===== src/rtl/wb_aperture_mux_pkg.sv =====
// Shared types and constants for the Wishbone aperture mux and its bus watchdog.
package wb_aperture_pkg;

   localparam int unsigned ERR_CNT_W     = 8;
   localparam logic [31:0] DEFAULT_RDATA = 32'hBADF_ABAC;

   typedef enum logic [1:0] {
      IDLE = 2'd0,
      WAIT = 2'd1,
      TERM = 2'd2
   } wd_state_e;

   // Error counter step that sticks at all-ones.
   function automatic logic [ERR_CNT_W-1:0] sat_inc(input logic [ERR_CNT_W-1:0] v);
      return (v == '1) ? v : v + ERR_CNT_W'(1);
   endfunction

endpackage


===== src/rtl/wb_aperture_mux_if.sv =====
// Bridge-side and channel-side Wishbone signals of the aperture mux.
interface wb_aperture_mux_if #(
   parameter int unsigned APERWIDTH = 17,
   parameter int unsigned NUM_CH    = 4
);
   logic [APERWIDTH-1:0] WBs_ADR_i;
   logic                 WBs_CYC_i;
   logic                 WBs_STB_i;
   logic                 WBs_WE_i;
   logic                 WBs_RD_i;
   logic [3:0]           WBs_BYTE_STB_i;
   logic [31:0]          WBs_DAT_o;
   logic                 WBs_ACK_o;
   logic [NUM_CH-1:0]    S_CYC_o;
   logic [NUM_CH*32-1:0] S_DAT_i;
   logic [NUM_CH-1:0]    S_ACK_i;

   // Bridge plus peripherals: drives requests and slave responses.
   modport master (
      output WBs_ADR_i, WBs_CYC_i, WBs_STB_i, WBs_WE_i, WBs_RD_i, WBs_BYTE_STB_i,
      output S_DAT_i, S_ACK_i,
      input  WBs_DAT_o, WBs_ACK_o, S_CYC_o
   );

   modport slave (
      input  WBs_ADR_i, WBs_CYC_i, WBs_STB_i, WBs_WE_i, WBs_RD_i, WBs_BYTE_STB_i,
      input  S_DAT_i, S_ACK_i,
      output WBs_DAT_o, WBs_ACK_o, S_CYC_o
   );
endinterface


===== src/rtl/wb_aperture_mux_watchdog.sv =====
// Bus watchdog: terminates accesses nobody acks and records the failing address.
// Optional ERR_INTR output under WB_APERTURE_MUX_ERR_INTR_EN.
module wb_bus_watchdog
   import wb_aperture_pkg::*;
#(
   parameter int unsigned ADR_W   = 17,
   parameter int unsigned TIMEOUT = 7
) (
   input  logic                 clk,
   input  logic                 rst_n,
   input  logic                 req,
   input  logic                 cyc,
   input  logic                 slave_ack,
   input  logic [ADR_W-1:0]     adr,
   input  logic                 err_clr,
   output logic                 term,
   output logic                 err_valid,
   output logic [ADR_W-1:0]     err_adr,
   output logic [ERR_CNT_W-1:0] err_cnt
`ifdef WB_APERTURE_MUX_ERR_INTR_EN
   ,
   output logic                 err_intr
`endif
);

   localparam int unsigned    CNT_W    = 8;
   localparam logic [CNT_W-1:0] CNT_LAST = CNT_W'(TIMEOUT - 1);

   wd_state_e        state;
   logic [CNT_W-1:0] cnt;

   // Access tracking: a slave ack or a dropped cycle ends the wait quietly.
   always_ff @(posedge clk or negedge rst_n) begin
      if (!rst_n) begin
         state <= IDLE;
         cnt   <= '0;
      end else begin
         case (state)
            IDLE: begin
               if (req) cnt <= '0;
               if (req && !slave_ack) state <= WAIT;
            end
            WAIT: begin
               cnt <= cnt + CNT_W'(1);
               if (slave_ack || !cyc) state <= IDLE;
               else if (cnt == CNT_LAST) state <= TERM;
            end
            TERM:    state <= IDLE;
            default: state <= IDLE;
         endcase
      end
   end

   assign term = (state == TERM);

   // First-error address capture; a timeout coinciding with a clear wins.
   always_ff @(posedge clk or negedge rst_n) begin
      if (!rst_n) begin
         err_valid <= 1'b0;
         err_adr   <= '0;
         err_cnt   <= '0;
      end else if (state == TERM) begin
         if (err_clr) begin
            err_valid <= 1'b1;
            err_adr   <= adr;
            err_cnt   <= ERR_CNT_W'(1);
         end else begin
            if (!err_valid) begin
               err_valid <= 1'b1;
               err_adr   <= adr;
            end
            err_cnt <= sat_inc(err_cnt);
         end
      end else if (err_clr) begin
         err_valid <= 1'b0;
         err_adr   <= '0;
         err_cnt   <= '0;
      end
   end

`ifdef WB_APERTURE_MUX_ERR_INTR_EN
   always_ff @(posedge clk or negedge rst_n) begin
      if (!rst_n)                         err_intr <= 1'b0;
      else if (state == TERM && !err_valid) err_intr <= 1'b1;
      else if (err_clr)                   err_intr <= 1'b0;
   end
`endif

endmodule


===== src/rtl/wb_aperture_mux.sv =====
// Wishbone aperture decode, read-data/ack return and bus watchdog for the FPGA IP top.
// Define WB_APERTURE_MUX_ERR_INTR_EN to add the ERR_INTR_o interrupt level.
module wb_aperture_mux
   import wb_aperture_pkg::*;
#(
   parameter int unsigned                    APERWIDTH          = 17,
   parameter int unsigned                    APERSIZE           = 10,
   parameter int unsigned                    NUM_CH             = 4,
   parameter logic [NUM_CH*APERWIDTH-1:0]    CH_BASE_ADDR       = {17'h12000, 17'h02000, 17'h01000, 17'h00000},
   parameter logic [NUM_CH-1:0]              CH_WR_BYTE0_ONLY   = 4'b0110,
   parameter int unsigned                    TIMEOUT            = 7,
   parameter logic [31:0]                    DEFAULT_READ_VALUE = DEFAULT_RDATA
) (
   input  logic                  WBs_CLK_i,
   input  logic                  WBs_RST_n_i,
   wb_aperture_mux_if.slave      bus,
   input  logic                  ERR_CLR_i,
   output logic                  ERR_VALID_o,
   output logic [APERWIDTH-1:0]  ERR_ADR_o,
   output logic [ERR_CNT_W-1:0]  ERR_CNT_o
`ifdef WB_APERTURE_MUX_ERR_INTR_EN
   ,
   output logic                  ERR_INTR_o
`endif
);

   localparam int unsigned DEC_LSB = APERSIZE + 2;
   localparam int unsigned DEC_W   = APERWIDTH - DEC_LSB;

   logic [NUM_CH-1:0] hit_raw;
   logic [NUM_CH-1:0] hit;
   logic [NUM_CH-1:0] qual;
   logic [NUM_CH-1:0] s_cyc;
   logic [31:0]       rdata;
   logic              slave_ack;
   logic              term;

   // Channel decode on the high address bits, per-channel access qualification.
   always_comb begin
      hit_raw = '0;
      qual    = '0;
      for (int unsigned i = 0; i < NUM_CH; i++) begin
         hit_raw[i] = (bus.WBs_ADR_i[APERWIDTH-1:DEC_LSB] ==
                       CH_BASE_ADDR[i*APERWIDTH+DEC_LSB +: DEC_W]);
         qual[i]    = bus.WBs_RD_i |
                      (bus.WBs_WE_i & (~CH_WR_BYTE0_ONLY[i] | bus.WBs_BYTE_STB_i[0]));
      end
   end

   // Overlapping apertures resolve to the lowest channel index.
   assign hit = hit_raw & ~(hit_raw - NUM_CH'(1));

   assign s_cyc = hit & qual & {NUM_CH{bus.WBs_CYC_i & ~term & WBs_RST_n_i}};

   assign slave_ack = |(bus.S_ACK_i & s_cyc);

   always_comb begin
      rdata = DEFAULT_READ_VALUE;
      for (int unsigned i = 0; i < NUM_CH; i++) begin
         if (hit[i]) rdata = bus.S_DAT_i[i*32 +: 32];
      end
      if (term) rdata = DEFAULT_READ_VALUE;
   end

   assign bus.S_CYC_o   = s_cyc;
   assign bus.WBs_DAT_o = rdata;
   assign bus.WBs_ACK_o = (slave_ack | term) & WBs_RST_n_i;

   wb_bus_watchdog #(
      .ADR_W   (APERWIDTH),
      .TIMEOUT (TIMEOUT)
   ) u_watchdog (
      .clk       (WBs_CLK_i),
      .rst_n     (WBs_RST_n_i),
      .req       (bus.WBs_CYC_i & bus.WBs_STB_i),
      .cyc       (bus.WBs_CYC_i),
      .slave_ack (slave_ack),
      .adr       (bus.WBs_ADR_i),
      .err_clr   (ERR_CLR_i),
      .term      (term),
      .err_valid (ERR_VALID_o),
      .err_adr   (ERR_ADR_o),
      .err_cnt   (ERR_CNT_o)
`ifdef WB_APERTURE_MUX_ERR_INTR_EN
      ,
      .err_intr  (ERR_INTR_o)
`endif
   );

endmodule


===== src/flat_wrapper.sv =====
// flat-port wrapper written by rule: the top's interface ports become plain ports
module wb_aperture_mux_flat import wb_aperture_pkg::*;
#(
   parameter int unsigned                    APERWIDTH          = 17,
   parameter int unsigned                    APERSIZE           = 10,
   parameter int unsigned                    NUM_CH             = 4,
   parameter logic [NUM_CH*APERWIDTH-1:0]    CH_BASE_ADDR       = {17'h12000, 17'h02000, 17'h01000, 17'h00000},
   parameter logic [NUM_CH-1:0]              CH_WR_BYTE0_ONLY   = 4'b0110,
   parameter int unsigned                    TIMEOUT            = 7,
   parameter logic [31:0]                    DEFAULT_READ_VALUE = DEFAULT_RDATA
)
  (WBs_CLK_i, WBs_RST_n_i, ERR_CLR_i, ERR_VALID_o, ERR_ADR_o, ERR_CNT_o, bus_WBs_ADR_i, bus_WBs_CYC_i, bus_WBs_STB_i, bus_WBs_WE_i, bus_WBs_RD_i, bus_WBs_BYTE_STB_i, bus_S_DAT_i, bus_S_ACK_i, bus_WBs_DAT_o, bus_WBs_ACK_o, bus_S_CYC_o);
  wb_aperture_mux_if #(.APERWIDTH(APERWIDTH), .NUM_CH(NUM_CH)) bus_i ();
  input  logic WBs_CLK_i;
  input  logic WBs_RST_n_i;
  input  logic ERR_CLR_i;
  output logic ERR_VALID_o;
  output logic [APERWIDTH-1:0] ERR_ADR_o;
  output logic [ERR_CNT_W-1:0] ERR_CNT_o;
  input wire logic [$bits(bus_i.WBs_ADR_i)-1:0] bus_WBs_ADR_i;
  input wire logic [$bits(bus_i.WBs_CYC_i)-1:0] bus_WBs_CYC_i;
  input wire logic [$bits(bus_i.WBs_STB_i)-1:0] bus_WBs_STB_i;
  input wire logic [$bits(bus_i.WBs_WE_i)-1:0] bus_WBs_WE_i;
  input wire logic [$bits(bus_i.WBs_RD_i)-1:0] bus_WBs_RD_i;
  input wire logic [$bits(bus_i.WBs_BYTE_STB_i)-1:0] bus_WBs_BYTE_STB_i;
  input wire logic [$bits(bus_i.S_DAT_i)-1:0] bus_S_DAT_i;
  input wire logic [$bits(bus_i.S_ACK_i)-1:0] bus_S_ACK_i;
  output wire logic [$bits(bus_i.WBs_DAT_o)-1:0] bus_WBs_DAT_o;
  output wire logic [$bits(bus_i.WBs_ACK_o)-1:0] bus_WBs_ACK_o;
  output wire logic [$bits(bus_i.S_CYC_o)-1:0] bus_S_CYC_o;
  assign bus_i.WBs_ADR_i = bus_WBs_ADR_i;
  assign bus_i.WBs_CYC_i = bus_WBs_CYC_i;
  assign bus_i.WBs_STB_i = bus_WBs_STB_i;
  assign bus_i.WBs_WE_i = bus_WBs_WE_i;
  assign bus_i.WBs_RD_i = bus_WBs_RD_i;
  assign bus_i.WBs_BYTE_STB_i = bus_WBs_BYTE_STB_i;
  assign bus_i.S_DAT_i = bus_S_DAT_i;
  assign bus_i.S_ACK_i = bus_S_ACK_i;
  assign bus_WBs_DAT_o = bus_i.WBs_DAT_o;
  assign bus_WBs_ACK_o = bus_i.WBs_ACK_o;
  assign bus_S_CYC_o = bus_i.S_CYC_o;
  wb_aperture_mux #(.APERWIDTH(APERWIDTH), .APERSIZE(APERSIZE), .NUM_CH(NUM_CH), .CH_BASE_ADDR(CH_BASE_ADDR), .CH_WR_BYTE0_ONLY(CH_WR_BYTE0_ONLY), .TIMEOUT(TIMEOUT), .DEFAULT_READ_VALUE(DEFAULT_READ_VALUE)) u_core (.WBs_CLK_i(WBs_CLK_i), .WBs_RST_n_i(WBs_RST_n_i), .bus(bus_i), .ERR_CLR_i(ERR_CLR_i), .ERR_VALID_o(ERR_VALID_o), .ERR_ADR_o(ERR_ADR_o), .ERR_CNT_o(ERR_CNT_o));
endmodule

===== config.mk =====
export PLATFORM = sky130hd
export DESIGN_NAME = wb_aperture_mux_flat
export DESIGN_NICKNAME = d
export VERILOG_FILES = /design/src/rtl/wb_aperture_mux_pkg.sv /design/src/rtl/wb_aperture_mux_if.sv /design/src/rtl/wb_aperture_mux_watchdog.sv /design/src/rtl/wb_aperture_mux.sv /design/src/flat_wrapper.sv
export SDC_FILE = /design/constraint.sdc
export NUM_CORES = 1
export LEC_CHECK = 0
export CAP_MARGIN = 10
export CORE_MARGIN = 4
export CORE_UTILIZATION = 34
export CTS_BUF_LIST = sky130_fd_sc_hd__clkbuf_16
export DETAILED_ROUTE_END_ITERATION = 10
export PLACE_DENSITY = 0.87
export REMOVE_ABC_BUFFERS = 1
export SYNTH_ARGS = -nofsm -noshare
export SYNTH_HDL_FRONTEND = slang
export SYNTH_SLANG_ARGS = --single-unit

===== constraint.sdc =====
create_clock -name WBs_CLK_i -period 1.9 [get_ports WBs_CLK_i]
set_input_delay 0.19 -clock WBs_CLK_i [delete_from_list [all_inputs] [get_ports WBs_CLK_i]]
set_output_delay 0.19 -clock WBs_CLK_i [all_outputs]
set_load 0.01 [all_outputs]

Word level (Yosys, flattened, before mapping)
Cells that the tools add are included.

Register bits: 36. Bits of input ports: 160. Output and inout port bits: 63. Logic and storage cells: 68.

Add/sub/neg operators: 3. Eq/ne operators: 12. Muxes and demuxes: 21. Bitwise operators: 14. Reduce and logical (&&, ||, !) cells: 13.

Operators by type and width (count): $mux 32 (5); $mux 17 (4); $mux 8 (5); $add 8x1->8 const B (2); $and 4x4->4 (4); $pmux 8 s2 (1); $eq 8x3->1 const B (1); $eq 8x8->1 const B (1); $ne 2x2->1 const B (4); $reduce_and 2->1 (4); $mux 2 (3); $and 1x1->1 (5); $eq 5x1->1 const B (1); $eq 5x2->1 const B (1); $eq 5x5->1 const B (1); $logic_not 5->1 (1); $not 4->4 (1); $pmux 2 s2 (1); $reduce_bool 2->1 (2); $reduce_or 4->1 (1); $sub 4x1->4 const B (1); $ne 3x3->1 const B (1); $or 1x1->1 (3); $eq 2x1->1 const B (1); 7 further kinds (9).

Longest topological paths before layout
Depth in word-level cells: 12. Depth in mapped cells: 6. Gate-level depth less buffers: 6.

Cells and area by module
A second synthesis with hierarchy kept.

Cells, all modules: 310. Area total of the unflattened synthesis: 2800.2 um2.

By module, submodules not included: wb_bus_watchdog (times used 1, cells an instance 137, area each 1551.5 um2, sequential area each 900.9 um2); wb_aperture_mux (times used 1, cells an instance 173, area each 1248.7 um2, sequential area each 0.0 um2).

Worst setup path before layout
No wires, ideal clock.

Kind: register -> output. From: register u_core.u_watchdog.state[0]. To: output port bus_WBs_DAT_o[11]. Data arrival time: 1325 ps. Data required time: 1710 ps. Path slack: 385 ps. Stages on the path, launching flop included: 6. Buffers on the path: 2. Path through: dfrtp_1 nand2b_2 buf_8 and3_4 buf_4 a21oi_1.

Cells in the longest elaborated chain, start to end: 2.

Ends and longest elaborated chain: start: declaration (line wb_aperture_mux_watchdog.sv:29) `wd_state_e state;`; start signal: assignment (line wb_aperture_mux_watchdog.sv:35) `state <= IDLE;`; start signal: assignment (line wb_aperture_mux_watchdog.sv:41) `if (req && !slave_ack) state <= WAIT;`; start signal: assignment (line wb_aperture_mux_watchdog.sv:45) `if (slave_ack || !cyc) state <= IDLE;`; $eq 2x2->1 (line wb_aperture_mux_watchdog.sv:54) `assign term = (state == TERM);`; $mux 32 (line wb_aperture_mux.sv:62) `if (term) rdata = DEFAULT_READ_VALUE;`; end: declaration (line flat_wrapper.sv:28) `output wire logic [$bits(bus_i.WBs_DAT_o)-1:0] bus_WBs_DAT_o;`.

No other way between the ends.

Worst setup path after layout
From: register u_core.u_watchdog.state[0]. To: output port bus_WBs_DAT_o[30].

Same word-level chain as after synthesis.

==> flow_summary.json <==
{
  "max_freq_mhz": 511,
  "synthCells": 279,
  "numCtsBuffers": 5,
  "violations": "negative setup slack",
  "cp_max_fo": 5,
  "period_needed_ns": 1.96,
  "ctsRootBufferMaster": "clkbuf_16",
  "area_delta_synth_final_pct": 95.0,
  "syn_area_um2": 2810,
  "ys.flop_type": "dfrtp_1",
  "grt_max_degree": 37,
  "grt_pass1_wl_um": 19300,
  "slew_viol_final": 0,
  "critical_path_buf_inv_count": 3,
  "core_area_um2": 7890,
  "slew-limit-headroom": 0.679,
  "wl_per_cell_um": 19.9,
  "fin_cells": 635,
  "hp-class": "primary input to async pin",
  "maxCapViolations": 0,
  "final_util": 0.694,
  "p_leak_uw": 0.00239,
  "ys_ff_latch": 36,
  "whs_ns": 0.0256,
  "critical_path.slowest_cell": "dfrtp_1",
  "fp.dieH_um": 98.9,
  "num_io_pins": 223,
  "highest_layer": "met4",
  "critPathLaunchType": "flop",
  "wl_met3_um": 825,
  "clk_path_buf_depth": 2,
  "finalWorstSetupSlack_ns": -0.0557,
  "drtIter0Drc": 118,
  "status": "finished with violations",
  "synth_edf_count": 0,
  "cpPeakStageDelay_ns": 0.40,
  "post-route-period-util": 1.03,
  "place_area_um2": 5180,
  "diodes": 0,
  "cts_max_level": 2,
  "rsz0062_at_grt": "true",
  "cts.sinks": 36,
  "fin_area_um2": 5480,
  "peakVddDrop_uv": 464,
  "holdBufCountCts": 0,
  "pre_cts_ws_ns": -0.433,
  "cp_data_required_time_ns": 1.71,
  "synth_cell_types": 50,
  "cts_tree": "built",
  "io_buffers": 219,
  "mostFrequentLayoutCell": "clkdlybuf4s50_1",
  "ys_seq_area_frac": 0.321,
  "overflow": 0,
  "num_rows": 32,
  "vias_per_cell": 5.42,
  "wl_met2_um": 6670,
  "endpoint_kind": "output port",
  "setup_viol": 15,
  "grt_pass1_vias": 3721,
  "die_area_um2": 9780,
  "dp.cells": 607,
  "drt_first_pass_iters": 4,
  "totalWireLength_um": 12700,
  "drive_gt1_frac": 0.244,
  "start_util": 0.356,
  "worst_slew_pin_slew_ns": 0.476,
  "vias": 3441,
  "crit_family": "buffers and inverters",
  "track_usage": 0.248,
  "route.detailed.drc": 0,
  "final_hold_viol_count": 0,
  "globalplace.congestion": 0.953,
  "drt-met1-wl_um": 4690,
  "power.density_nw_per_um2": 449,
  "worst_ep_arrival_time_ns": 1.77,
  "clk_latency_ns": 0.28,
  "syn_avg_cell_area_um2": 10.1,
  "ant_nets": 0,
  "criticalPathCategory": "flop to output port",
  "finalNetCount": 695,
  "mostFrequentLayoutCells": "176 x clkdlybuf4s50_1, 38 x mux2i_1, 36 x dfrtp_1, 29 x buf_2, 27 x buf_4",
  "dp_hpwl_um": 9930,
  "yosysWarnings": 0,
  "antenna_found_initial": 0,
  "clk_pin_slew_ns": 0.05,
  "clock_skew_ns": 0.00193,
  "path_cells": "and2b_4, nor4_4, buf_4, buf_6, a221o_1, buf_2",
  "die_w_um": 98.9,
  "ys_async_sr_fraction": 1.00
}
cells in the mapped netlist, types with 5 or more instances:
| library cell | n | share of area |
|---|---|---|
| a221o_1 | 11 | 0.039 |
| o22ai_2 | 20 | 0.089 |
| and3_1 | 5 | 0.011 |
| nand3_1 | 9 | 0.016 |
| mux2i_1 | 38 | 0.14 |
| o21ai_0 | 7 | 0.012 |
| a22o_1 | 17 | 0.053 |
| dfrtp_1 | 36 | 0.32 |
| buf_4 | 6 | 0.016 |
| buf_6 | 9 | 0.036 |
| nand2_1 | 15 | 0.020 |
| a21oi_1 | 28 | 0.050 |
| inv_1 | 5 | 0.0067 |
| nor2_1 | 21 | 0.028 |
per-stage QoR:
step                      TNS, ns  total power, uW
after CTS                  -0.579             2450
final                      -0.349             2460
after floorplan                 0             1010
after global placement     -12.11             1520
after global routing        -2.01             2560
after detailed placement   -12.88             1540
per-layer routing:
layer  track usage  up-vias
met4         0.101        0
met2         0.458      161
li1              -     1590
met3        0.0594       37
met5             0        -
met1         0.269     1653
flip-flops by register name (all words and copies together), names as in the netlist:
register                     flops
u_core.u_watchdog.state          2
u_core.u_watchdog.err_valid      1
u_core.u_watchdog.err_cnt        8
u_core.u_watchdog.cnt            8
u_core.u_watchdog.err_adr       17
cell type report:
class / instances / area [um2]
flip-flops and latches: 36 / 901
clock buffers: 5 / 125
well taps: 102 / 128
multi-input cells: 221 / 1790
repair buffers: 263 / 2480
clock inverters: 3 / 38.8
fillers: 586 / 2410
inverters: 5 / 18.8
kinds of logic after synthesis:
logic type      Yosys count  share of synthesized area
simple gates             81                      0.173
flops                    36                      0.321
mux                      38                      0.135
compound gates           99                      0.291
fa+ha+maj                 3                     0.0134
buf+inv                  22                     0.0660
report_power, final:
part | leakage, uW | switching (uW) | internal [uW]
registers | 0.000498 | 31.6 | 793
logic | 0.00180 | 271 | 450
clock network | 0.0000850 | 301 | 611
total | 0.00239 | 603 | 1850
final timing paths:
| kind | to | start | depth (start not counted) | slack, ns |
|---|---|---|---|---|
| setup / recovery | bus_WBs_DAT_o[30] | u_core.u_watchdog.state[0] | 6 | -0.06 |
| hold / removal | u_core.u_watchdog.state[0] | WBs_RST_n_i | 2 | 0.03 |
| setup reg to reg | u_core.u_watchdog.err_adr[13] | u_core.u_watchdog.state[1] | 7 | 0.25 |
| hold reg to reg | u_core.u_watchdog.cnt[7] | u_core.u_watchdog.cnt[7] | 1 | 0.49 |
| max in group asynchronous | u_core.u_watchdog.err_cnt[3] | WBs_RST_n_i | 2 | 1.57 |
| min in group WBs_CLK_i | u_core.u_watchdog.err_adr[16] | bus_WBs_ADR_i[16] | 3 | 0.36 |
repair_timing:
action / CTS / global route
pin swaps: 10 / 5
gates resized for setup: 129 / 36
setup endpoints to repair: 37 / 51
buffers inserted: 13 / 4
cloned: 3 / 0
hold endpoints to repair: 0 / 0
Note: power is estimated with default switching activity, not from simulation.
